==> src/rtl/record_controller.sv <==
// Take controller: discards settling PDM words, then streams captured words to memory via a one-deep holding register.
// Optional feature: define RECORD_CONTROLLER_OVERRUN_COUNT_EN to add a saturating per-take overrun_count_o output.
module record_controller #(
   parameter int WORD_LENGTH   = 16,
   parameter int ADDR_WIDTH    = 14,
   parameter int RECORD_WORDS  = 16384,
   parameter int DISCARD_WORDS = 4
) (
   input  logic                   clock_i,
   input  logic                   reset_n_i,
   input  logic                   start_i,
   input  logic                   stop_i,
   output logic                   busy_o,
   output logic                   done_o,
   output logic [ADDR_WIDTH:0]    word_count_o,
   output logic                   overrun_o,
`ifdef RECORD_CONTROLLER_OVERRUN_COUNT_EN
   output logic [15:0]            overrun_count_o,
`endif
   output logic                   des_enable_o,
   input  logic                   des_done_i,
   input  logic [WORD_LENGTH-1:0] des_data_i,
   output logic                   mem_valid_o,
   input  logic                   mem_ready_i,
   output logic [ADDR_WIDTH-1:0]  mem_addr_o,
   output logic [WORD_LENGTH-1:0] mem_data_o
);

   localparam int CNT_W = ADDR_WIDTH + 1;

   typedef enum logic [2:0] {
      S_IDLE,
      S_SETTLE,
      S_RECORD,
      S_DRAIN,
      S_DONE
   } state_t;

   state_t                 state;
   state_t                 next_state;
   logic [7:0]             discard_cnt;
   logic [CNT_W-1:0]       capture_idx;
   logic                   hold_valid;
   logic [ADDR_WIDTH-1:0]  hold_addr;
   logic [WORD_LENGTH-1:0] hold_data;
   logic [CNT_W-1:0]       word_count;
   logic                   overrun;
   logic                   des_enable;
`ifdef RECORD_CONTROLLER_OVERRUN_COUNT_EN
   logic [15:0]            overrun_count;
`endif

   logic start_take;
   logic handshake;
   logic capture;
   logic drop;
   logic last_capture;
   logic discard_last;

   // A word may enter the holding register whenever it is empty or being emptied this same cycle.
   assign start_take   = start_i && ((state == S_IDLE) || (state == S_DONE));
   assign handshake    = hold_valid && mem_ready_i;
   assign capture      = (state == S_RECORD) && des_done_i && (!hold_valid || mem_ready_i);
   assign drop         = (state == S_RECORD) && des_done_i && hold_valid && !mem_ready_i;
   assign last_capture = capture && (capture_idx == CNT_W'(RECORD_WORDS - 1));
   assign discard_last = (state == S_SETTLE) && des_done_i && (discard_cnt == 8'(DISCARD_WORDS - 1));

   always_comb begin
      // NOTE: next_state gets a default before the case so no path leaves it unassigned (no latch).
      next_state = state;
      case (state)
         S_IDLE, S_DONE: begin
            if (start_i) next_state = (DISCARD_WORDS == 0) ? S_RECORD : S_SETTLE;
         end
         S_SETTLE: begin
            if (stop_i)            next_state = S_DONE;
            else if (discard_last) next_state = S_RECORD;
         end
         S_RECORD: begin
            if (stop_i || last_capture) next_state = S_DRAIN;
         end
         S_DRAIN: begin
            if (!hold_valid || handshake) next_state = S_DONE;
         end
         default: next_state = S_IDLE;
      endcase
   end

   // NOTE: all state below uses non-blocking assignments so every register samples pre-edge values.
   always_ff @(posedge clock_i) begin
      if (!reset_n_i) begin
         state       <= S_IDLE;
         des_enable  <= 1'b0;
         discard_cnt <= '0;
         capture_idx <= '0;
         hold_valid  <= 1'b0;
         hold_addr   <= '0;
         hold_data   <= '0;
         word_count  <= '0;
         overrun     <= 1'b0;
`ifdef RECORD_CONTROLLER_OVERRUN_COUNT_EN
         overrun_count <= '0;
`endif
      end else begin
         state      <= next_state;
         des_enable <= (next_state == S_SETTLE) || (next_state == S_RECORD);

         if (start_take)
            discard_cnt <= '0;
         else if ((state == S_SETTLE) && des_done_i)
            discard_cnt <= discard_cnt + 8'd1;

         // capture_idx stops at RECORD_WORDS because RECORD leaves on the last capture.
         if (start_take)
            capture_idx <= '0;
         else if (capture)
            capture_idx <= capture_idx + CNT_W'(1);

         if (capture) begin
            hold_valid <= 1'b1;
            hold_addr  <= capture_idx[ADDR_WIDTH-1:0];
            hold_data  <= des_data_i;
         end else if (handshake) begin
            hold_valid <= 1'b0;
         end

         if (start_take)
            word_count <= '0;
         else if (handshake)
            word_count <= word_count + CNT_W'(1);

         if (start_take)
            overrun <= 1'b0;
         else if (drop)
            overrun <= 1'b1;

`ifdef RECORD_CONTROLLER_OVERRUN_COUNT_EN
         if (start_take)
            overrun_count <= '0;
         else if (drop && (overrun_count != 16'hFFFF))
            overrun_count <= overrun_count + 16'd1;
`endif
      end
   end

   assign busy_o       = (state == S_SETTLE) || (state == S_RECORD) || (state == S_DRAIN);
   assign done_o       = (state == S_DONE);
   assign word_count_o = word_count;
   assign overrun_o    = overrun;
   assign des_enable_o = des_enable;
   assign mem_valid_o  = hold_valid;
   assign mem_addr_o   = hold_addr;
   assign mem_data_o   = hold_data;
`ifdef RECORD_CONTROLLER_OVERRUN_COUNT_EN
   assign overrun_count_o = overrun_count;
`endif

endmodule
==> config.mk <==
export PLATFORM = sky130hd
export DESIGN_NAME = record_controller
export DESIGN_NICKNAME = d
export VERILOG_FILES = /design/src/rtl/record_controller.sv
export SDC_FILE = /design/constraint.sdc
export NUM_CORES = 1
export LEC_CHECK = 0
export CELL_PAD_IN_SITES_DETAIL_PLACEMENT = 0
export CELL_PAD_IN_SITES_GLOBAL_PLACEMENT = 1
export CORE_UTILIZATION = 40
export CTS_CLUSTER_DIAMETER = 80
export CTS_CLUSTER_SIZE = 12
export DETAILED_ROUTE_END_ITERATION = 12
export PLACE_DENSITY = 0.92
export SLEW_MARGIN = 20
export SYNTH_ARGS = -nofsm -noshare
export SYNTH_HDL_FRONTEND = slang
export SYNTH_SLANG_ARGS = --single-unit
==> constraint.sdc <==
create_clock -name clock_i -period 5.13 [get_ports clock_i]
set_clock_uncertainty 0.15 [all_clocks]
set_input_delay 1.026 -clock clock_i [delete_from_list [all_inputs] [get_ports clock_i]]
set_output_delay 1.026 -clock clock_i [all_outputs]
set_load 0.01 [all_outputs]
Word level (Yosys, flattened, before mapping)
Cells that the tools add are included.
{"block": "op_classes", "add_sub_neg": 3, "eq_ne": 8, "mux": 8, "bitwise_logic": 1, "reduce_logical": 22}
{"op": "$add A15 B1 Y15 const B", "n": 2}
{"op": "$eq A15 B14 Y1 const B", "n": 1}
{"op": "$mux W3", "n": 5}
{"op": "$pmux W3 S4", "n": 1}
{"op": "$eq A3 B2 Y1 const B", "n": 3}
{"op": "$logic_and A1 B1 Y1", "n": 9}
{"op": "$add A8 B1 Y8 const B", "n": 1}
{"op": "$eq A8 B2 Y1 const B", "n": 1}
{"op": "$logic_or A1 B1 Y1", "n": 7}
{"op": "$eq A3 B1 Y1 const B", "n": 2}
{"op": "$reduce_or A2 Y1", "n": 2}
{"op": "$eq A3 B3 Y1 const B", "n": 1}
{"op": "$logic_not A3 Y1", "n": 1}
{"op": "$logic_not A1 Y1", "n": 2}
{"op": "$mux W1", "n": 2}
{"op": "$reduce_bool A2 Y1", "n": 1}
{"op": "$not A1 Y1", "n": 1}
{"block": "totals", "reg_bits": 74, "input_bits": 22, "elab_cells": 51}

Logic depth before layout (Yosys ltp)
{"block": "logic_depth", "depth_word": 9, "ltp_mapped": 8, "depth_no_buf": 5}

Worst setup path after synthesis
No wires, ideal clock.
{"block": "synth_timing", "path_kind": "input port to flip-flop", "from": "input des_done_i", "to": "register capture_idx[14]", "arrival_time_ns": 1.897, "required_ns": 4.865, "slack_ns": 2.969, "path_stages": 5, "n_path_buf": 1, "cell_sequence": "and4bb_1 -> buf_6 -> nand4_4 -> o31a_1 -> o21a_1"}
{"block": "synth_between", "elab_chain_len": 2}
{"item": "from (decl)", "line_no": "21", "rtl": "input logic des_done_i,"}
{"item": "$logic_and A1 B1 Y1 (2 in series)", "line_no": "63", "rtl": "assign capture = (state == S_RECORD) && des_done_i && (!hold_valid || mem_ready_i);"}
{"item": "to (signal assigned)", "line_no": "117", "rtl": "capture_idx <= capture_idx + CNT_W'(1);"}
{"item": "to (decl)", "line_no": "42", "rtl": "logic [CNT_W-1:0] capture_idx;"}
No other way between the ends.
A chain may end at the register's enable or synchronous reset.

Worst setup path in the final report
{"block": "layout_timing", "from": "input mem_ready_i", "to": "register capture_idx[4]"}
{"block": "layout_between", "elab_chain_len": 2}
{"item": "from (decl)", "line_no": "24", "rtl": "input logic mem_ready_i,"}
{"item": "$logic_or A1 B1 Y1", "line_no": "63"}
{"item": "$logic_and A1 B1 Y1", "line_no": "63"}
No other way between the ends.

==> flow_metrics.env <==
export IMPL_worstSetupPathType="in2reg"
export IMPL_yosysMostFrequentCell="nand2_1"
export IMPL_track_usage_pct=16.3
export IMPL_maxCapViolations=0
export IMPL_critPathMaxFanout=33
export IMPL_synth_top_area_share_pct=46.3
export IMPL_grt_max_degree=38
export IMPL_hold_path_class="reg2reg"
export IMPL_p_seq_share_pct=51.3
export IMPL_drt_iter0_markers=74
export IMPL_postSynthAreaPerCell_um2=8.67
export IMPL_max_stage_delay_ns=0.62
export IMPL_required_ns=5.25
export IMPL_ctsResizeCount=0
export IMPL_cts_buffer_depth=2
export IMPL_post_dp_cell_area_mm2=0.00394
export IMPL_core_area_mm2=0.00773
export IMPL_synth_top_area_cell="dfxtp_1"
export IMPL_dp_hpwl_um=4440
export IMPL_die_w_um=91.5
export IMPL_critPathArrivalTime_ns=3.14
export IMPL_synth_compound_area_share_pct=14.6
export IMPL_ys_dominant_reg_cell="dfxtp_1"
export IMPL_outcome="completed"
export IMPL_path_cells="clkdlybuf4s50_1 > nand2b_1 > nand2_2 > or3_1 > a21oi_1"
export IMPL_rows=32
export IMPL_htreeDepth=3
export IMPL_antenna_found_initial=0
export IMPL_ys_seq_area_share_pct=46.3
export IMPL_worstMarginPinSlew_ns=0.733
export IMPL_die_h_um=91.5
export IMPL_synthTopCellsByCount="75 x nand2_1, 74 x dfxtp_1, 30 x a21boi_1"
export IMPL_syn_inst=369
export IMPL_synth_fa_ha_area_share_pct=1.17
export IMPL_ff2ff_path_depth=4
export IMPL_grtUsageMet3_pct=5.11
export IMPL_grt_pass1_vias=2428
export IMPL_netlist_area_mm2=0.00320
export IMPL_async_flop_share_pct=0
export IMPL_synthXorXnorAreaFrac_pct=6.02
export IMPL_finalCritPeriodShare_pct=58.9
export IMPL_fmax_mhz=331
export IMPL_peakVddDrop_mv=0.134
export IMPL_power_density_mw_per_mm2=270
export IMPL_diodes=0
export IMPL_wl_per_cell_um=12.2
export IMPL_swShare_pct=21.0
export IMPL_pwr_share_clk_pct=44.5
export IMPL_cts_tree="done"
export IMPL_cp_end_kind="register"
export IMPL_grt_use_met1_pct=20.5
export IMPL_cts_root_buffer="clkbuf_8"
export IMPL_drive_above_1_share_pct=6.16
export IMPL_synth_top_family_by_area="simple AND/OR/NAND/NOR gates"
export IMPL_drcViolationCount=0
export IMPL_io_pins=72
export IMPL_synth_seq_cells=74
export IMPL_period_needed_ns=3.02
export IMPL_overflow=0
export IMPL_hold_buffers=0
export IMPL_whs_path_depth=2
export IMPL_cts_sinks=74
export IMPL_dieArea_mm2=0.00836
export IMPL_combPwrFrac_pct=4.2
export IMPL_synth_area_mux_share_pct=0.938
export IMPL_synth_enable_flop_cells=0
export IMPL_synth_nets=394
export IMPL_p_leak_uw=0.00137
export IMPL_synth_area_leaders="dfxtp_1 46%, nand2_1 8.8%, a21boi_1 7.0%"
export IMPL_post_cts_buffers=0
export IMPL_maxSlewHeadroom_pct=51.2
export IMPL_yosys_cell_types_count=45
export IMPL_grt_pass1_wl_um=11000
export IMPL_cpMaxStageDelayCell="clkdlybuf4s50_1"
export IMPL_post_synth_and_or_nand_nor_area_fraction_pct=26.8
export IMPL_viasPerCell=5.06
export IMPL_grt_setup_unrepaired="false"
export IMPL_gp_congestion=0.766
export IMPL_cts_inserted_buffers=9
export IMPL_cp_start_kind="primary input"
export IMPL_final_nets=458
export IMPL_io_buffers=71
export IMPL_final_area_mm2=0.00417
export IMPL_p_int_uw=891
export IMPL_vias=2732
export IMPL_routed_wl_um=6600
export IMPL_p_switching_uw=236
export IMPL_yosys_warnings=0
export IMPL_firstDrtPassIters=4
export IMPL_ant_nets=0
export IMPL_areaGrowthSynthToFinish_pct=30.2
export IMPL_initial_utilization_pct=41.4
export IMPL_cts_clk_slew_worst_paths_ns=0.07
export IMPL_grtUsageMet2_pct=26.6
export IMPL_maxSlewViolCount=0
export IMPL_fin_tns_setup_ns=0
export IMPL_hold_viol=0
export IMPL_grt_most_used_layer="met2"
export IMPL_clkLatencyLatePin_ns=0.34
export IMPL_finalSetupViolations=0
metal layers:
metal / share of wire, % / wire (um) / vias up
li1: - / - / 1385
met1: 49 / 3230 / 1273
met2: 44 / 2920 / 69
met3: 6.1 / 400 / 5
met4: 0.67 / 44 / 0
met5: 0 / 0 / -
flip-flops by register name, indices dropped and copies added (netlist names):
signal and flops:
capture_idx 15, des_enable_o 1, discard_cnt 8, mem_addr_o 14, mem_data_o 16, mem_valid_o 1
overrun_o 1, state 3, word_count_o 15
worst paths after layout:
| kind | from | endpoint | slack, ns |
|---|---|---|---|
| setup / recovery | mem_ready_i | capture_idx[4] | 2.11 |
| hold / removal | mem_data_o[14] | mem_data_o[14] | 0.30 |
| setup reg to reg | state[1] | capture_idx[4] | 2.84 |
| hold reg to reg | mem_data_o[14] | mem_data_o[14] | 0.30 |
cells in the final DEF, fill, tap and decap left out, types with 4 or more instances in the layout:
cell	count
a21boi_1	30
a21oi_1	16
clkbuf_8	10
clkdlybuf4s50_1	71
dfxtp_1	74
inv_1	7
nand2_1	75
nand3_1	9
nand4_1	12
nor2_1	29
nor3_1	5
nor4_1	4
o21ai_0	11
or3_1	12
xnor2_1	11
xor2_1	11
cells by family after synthesis:
logic type / Yosys count
compound gates: 70
xor+xnor: 22
fa+ha+maj: 3
buf+inv: 26
flops: 74
mux: 3
simple gates: 171
worst max-delay path, delay by kind of cell:
| kind | cells | cell delay [ns] |
|---|---|---|
| AND/OR/NAND/NOR | 3 | 1.36 |
| buffers and inverters | 1 | 0.62 |
| AO/OA/AOI/OAI | 1 | 0.13 |
through the flow:
stage	hold slack (ns)	total power [uW]	std cells	util (%)	setup slack, ns
6_report	0.302	1130	540	53.9	2.11
5_1_grt	0.318	1180	540	53.9	1.99
4_1_cts	0.306	1140	540	53.9	1.93
3_5_place_dp	0.295	639	524	51.0	1.56
3_3_place_gp	0.289	639	524	51.0	1.63
2_1_floorplan	0.299	616	369	-	2.97
layout make-up:
class                   count  area [um^2]
clock buffers              10          138
inverters                   7         26.3
multi-input cells         269         1590
flip-flops and latches     74         1480
clock inverters             6         90.1
well taps                 102          128
fillers                   728         3560
repair buffers             72          718
power groups by stage:
| stage | Sequential (uW) | Clock (uW) | Combinational, uW |
|---|---|---|---|
| CTS | 578 | 514 | 48.1 |
| global placement | 591 | 0 | 47.7 |
| finish | 578 | 501 | 47.6 |
| global route | 578 | 547 | 51.6 |
| detailed placement | 591 | 0 | 47.6 |
| floorplan | 591 | 0 | 25.1 |
Power figures use the tool's default switching activity.
==> variant 1 (config.mk and constraints unchanged) <==
The parameter `RECORD_WORDS` goes from 16384 to 12288.
--- a/src/rtl/record_controller.sv
+++ b/src/rtl/record_controller.sv
@@ -3,7 +3,7 @@
 module record_controller #(
    parameter int WORD_LENGTH   = 16,
    parameter int ADDR_WIDTH    = 14,
-   parameter int RECORD_WORDS  = 16384,
+   parameter int RECORD_WORDS  = 12288,
    parameter int DISCARD_WORDS = 4
 ) (
    input  logic                   clock_i,
Function: same outputs for any inputs over 10 cycles, from zero or initial values and one cycle with reset_n_i low; that may be too few to reach the edited logic, so the function may still have changed.
==> variant 1 against the original RTL <==
Sequential cell count stayed put. Wire length grew 4.8%. Synthesized cell count grew 3.0%. Cell area down 1.2%. Area after synthesis shrank 1.2%. Fmax down 0.83%. Worst hold slack improved by 0.0029 ns. Power fell by 8.2%. Sequential power about the same. Setup slack worse by 0.025 ns. Utilization down 0.37 points. Non-clock buffer count grew 5. Largest cell class unchanged. Highest routed layer unchanged.
==> variant 1: results (changes against the original RTL) <==
stage,metric,value,unit,change
global_route,grt_pass1_wl,12120,µm,+9.9%
logic_synthesis,syn_nets,405,,+2.8%
routing,drtIter0Drc,136,,+84%
logic_synthesis,synthDistinctLibCells,44,,-2.2%
layout,drive_above_1_share,0.06000,,-0.001644
logic_synthesis,ys_top_cells_by_count,"nand2_1 (79), dfxtp_1 (74), a21oi_1 (46)",,
global_route,grt_pass1_vias,2637,,+8.6%
logic_synthesis,yosysSeqAreaShare,0.4684,,+0.005493
power_and_ir_drop,ir_drop,0.1794,mV,+34%
routing,vias_per_cell,5.025,,-0.67%
clock_tree,cts_buffer_depth,2,,unchanged
logic_synthesis,synth-main-ff-cell,dfxtp_1,,
place,gp_congestion,0.7813,,+2.0%
sta,tightestPinTransition,0.6788,ns,-0.05376 ns
power_and_ir_drop,power_switching,0.2461,mW,+4.2%
global_route,grt_max_degree,34,,-11%
layout,fin_nets,470,,+2.6%
logic_synthesis,synthTopCellsByArea,"dfxtp_1 (47%), nand2_1 (9.4%), a21oi_1 (7.3%)",,
place,dp_hpwl,4847,µm,+9.1%
power_and_ir_drop,cellLeakagePower,1.310,nW,-4.2%
clock_tree,post_cts_buffers,0,,unchanged
global_route,grt_usage,0.1814,,+0.01866
worst_setup_path,crit_fanout,22,,-33%
routing,post_drt_wl_per_cell,12.52,µm,+2.5%
place,place_area,0.003936,mm²,about the same
status,status,completed,,
## variant 1: kinds of logic (layout without fill, tap and decap cells)
| family | count (synthesis) | count (layout) | share of synthesized area |
|---|---|---|---|
| AOI/OAI and AO/OA | 66 | 66 | 0.1179 |
| xor gates and xnor gates | 23 | 23 | 0.06369 |
| adders and majority gates | 3 | 3 | 0.01187 |
| buffers and inverters | 32 | 102 | 0.04628 |
| DFF | 74 | 74 | 0.4684 |
| muxes | 2 | 2 | 0.006329 |
| and+or+nand+nor | 180 | 180 | 0.2856 |
## variant 1: final timing paths
path / from / endpoint / slack [ns] / cells past startpoint
setup reg to reg: state[1] / word_count_o[13] / 2.84 / 5
setup / recovery: start_i / word_count_o[13] / 2.08 / 6
hold / removal: mem_data_o[6] / mem_data_o[6] / 0.30 / 2
hold reg to reg: mem_data_o[6] / mem_data_o[6] / 0.30 / 2
## variant 1: critical path, cell delays in order
cell             delay, ns
clkdlybuf4s50_1       0.51
nor3b_1               0.47
nand2b_1              0.58
buf_4                 0.37
a211o_1               0.13
nand2_1               0.05
## variant 1: layer usage
metal	GRT usage	vias up	part of all wire
met5	0	-	0
met4	0.05688	0	0.013
met3	0.07323	9	0.076
met2	0.2866	72	0.46
met1	0.2255	1254	0.45
li1	-	1439	-
## variant 1: power groups by stage
stage	sequential (mW)	clock [mW]	combinational [mW]
6_report	0.578	0.410	0.0465
5_1_grt	0.579	0.446	0.0511
4_1_cts	0.578	0.423	0.0467
3_5_place_dp	0.592	0	0.0463
3_3_place_gp	0.592	0	0.0462
2_1_floorplan	0.590	0	0.0232
## variant 1: layout make-up
type,instances,area (µm²)
fill,752,3571
multi-input combinational,274,1538
sequential,74,1481
timing repair buffer,77,755.7
clock buffer,10,137.6
tap,102,127.6
clock inverter,6,42.54
inverter,9,33.78
## variant 1: through the flow
step	power (mW)	std cells	setup slack [ns]
3_5_place_dp	0.6381	536	1.739
6_report	1.035	552	2.084
3_3_place_gp	0.6379	536	1.734
2_1_floorplan	0.6132	380	2.389
4_1_cts	1.048	552	2.081
5_1_grt	1.076	552	1.873
==> variant 2 (same flow settings) <==
Made on the original files. Re-encode `state_t` (5 states) as Gray code, 3 bits wide.
--- a/src/rtl/record_controller.sv
+++ b/src/rtl/record_controller.sv
@@ -29,11 +29,11 @@
    localparam int CNT_W = ADDR_WIDTH + 1;
 
    typedef enum logic [2:0] {
-      S_IDLE,
-      S_SETTLE,
-      S_RECORD,
-      S_DRAIN,
-      S_DONE
+      S_IDLE   = 3'b000,
+      S_SETTLE = 3'b001,
+      S_RECORD = 3'b011,
+      S_DRAIN  = 3'b010,
+      S_DONE   = 3'b110
    } state_t;
 
    state_t                 state;
Function: same outputs for any inputs over 10 cycles, from zero or initial values and one cycle with reset_n_i low; not proved beyond that.
==> variant 2 against the original RTL <==
Area after synthesis fell by 4.1%. Sequential cell count did not move. Power rose by 0.21%. Setup slack improved by 0.085 ns. Sequential share of layout area rose by 1.0 points. Cell area fell by 2.8%. Worst hold slack improved by 0.0059 ns. Clock power fell by 6.6%. Critical path depth did not move. Sequential power rose by 2%. Wire length rose by 4.0%. Synthesized cell count did not move. Combinational power rose by 53%. Critical path type unchanged. Critical endpoint is now mem_data_o[5].
==> variant 2: results (changes against the original RTL) <==
stage,metric,value,unit,change
clock_tree,cts_resized,0,,unchanged
worst_setup_path,crit_fanout,31,,-6.1%
logic_synthesis,synthDistinctLibCells,44,,-2.2%
layout,fillers,676,,-7.1%
worst_setup_path,cp_slowest_cell,nand2_1,,
logic_synthesis,synthTopCellsByArea,"dfxtp_1 (48%), nand2_1 (9.7%), a21oi_1 (7.7%)",,
global_route,grt_pass1_vias,2506,,+3.2%
place,gp_congestion,0.8292,,+8.3%
routing,via_count,2728,,-0.15%
clock_tree,cts_buffer_depth,2,,unchanged
layout,fin_cells,536,,-0.74%
logic_synthesis,synthArstFlopShare,0,,unchanged
layout,largest_register_ffs,16,,unchanged
routing,post_drt_wl_per_cell,12.79,µm,+4.8%
global_route,antenna_found_initial,0,,unchanged
place,numPortBuffers,71,,unchanged
clock_tree,insertion_delay,0.35,ns,
worst_setup_path,crit_family,simple AND/OR/NAND/NOR gates,,
clock_tree,cts-htree-levels,3,,unchanged
sta,relSlewSlack,0.3488,,-0.1628
status,status,completed,,
clock_tree,clkTransAtPathRegs,0.08,ns,
place,dp_hpwl,4638,µm,+4.4%
worst_setup_path,worstPathArrival,3.07,ns,-0.07 ns
clock_tree,post_cts_buffers,0,,unchanged
layout,fin_nets,457,,-0.22%
clock_tree,cts_root_buffer,clkbuf_8,,
worst_setup_path,cp_slowest_stage_delay,0.76,ns,+0.14 ns
hold_path,worstHoldPathType,flop to flop,,
logic_synthesis,synth_warnings,0,,unchanged
clock_tree,cts_buffers,9,,unchanged
power_and_ir_drop,ir_drop,0.1282,mV,-4.1%
logic_synthesis,syn_avg_cell_area,8.318,µm²,-4.1%
place,place_area,0.003837,mm²,-2.5%
power_and_ir_drop,cellLeakagePower,1.287,nW,-5.9%
global_route,grt_max_degree,38,,unchanged
logic_synthesis,yosysSeqAreaShare,0.4827,,+0.01981
routing,drtIter0Drc,150,,+100%
global_route,grt_usage,0.1788,,+0.01610
layout,drive_above_1_share,0.05034,,-0.01130
layout,num_antenna_cells,0,,unchanged
logic_synthesis,ys_top_cells_by_count,"nand2_1 (79), dfxtp_1 (74), a21oi_1 (47)",,
logic_synthesis,syn_nets,394,,unchanged
place,dp.cells,520,,-0.76%
routing,first_pass_iters,5,,+1
global_route,grt_pass1_wl,11070,µm,+0.44%
-- variant 2: where the power goes --
part           total, mW  internal, mW  switching [mW]
Combinational     0.0729        0.0358          0.0371
Sequential         0.588         0.579         0.00864
Clock              0.468         0.243           0.225
-- variant 2: worst paths after layout --
path	end	cells past startpoint	start	slack, ns
worst max register to register	mem_data_o[5]	4	state[2]	2.90
worst min-delay path	mem_data_o[6]	2	mem_data_o[6]	0.31
worst min register to register	mem_data_o[6]	2	mem_data_o[6]	0.31
worst max-delay path	mem_data_o[5]	5	mem_ready_i	2.19
-- variant 2: metrics by stage --
step	utilization	setup slack, ns
after global placement	0.5228	1.708
after global routing	0.5525	1.987
final	0.5525	2.194
after floorplan	-	2.788
after CTS	0.5523	2.060
after detailed placement	0.5235	1.686
-- variant 2: worst register-to-register path, stage by stage (launching register included) --
cell and delay, ns:
dfxtp_1 0.59, and4b_1 0.34, nand2_1 0.74, nand2_1 0.16
a21oi_1 0.18
-- variant 2: area by class of cell --
type,count,area share
flip-flops and latches,74,0.3658
multi-input cells,268,0.3667
clock buffers,10,0.03398
repair buffers,73,0.1792
inverters,6,0.005561
clock inverters,6,0.01823
well taps,99,0.03058
-- variant 2: logic make-up after synthesis --
| logic type | after synthesis | share of synthesized area |
|---|---|---|
| xor gates and xnor gates | 23 | 0.06563 |
| and+or+nand+nor | 171 | 0.2715 |
| muxes | 1 | 0.003261 |
| adders and majority gates | 3 | 0.01223 |
| buffers and inverters | 27 | 0.03628 |
| DFF | 74 | 0.4827 |
| AOI/OAI and AO/OA | 70 | 0.1284 |
-- variant 2: metal layers --
layer,part of all wire,vias up,GRT usage
li1,-,1397,-
met1,0.46,1264,0.2176
met2,0.49,58,0.3051
met3,0.031,9,0.02834
met4,0.020,0,0.09380
met5,0,-,0
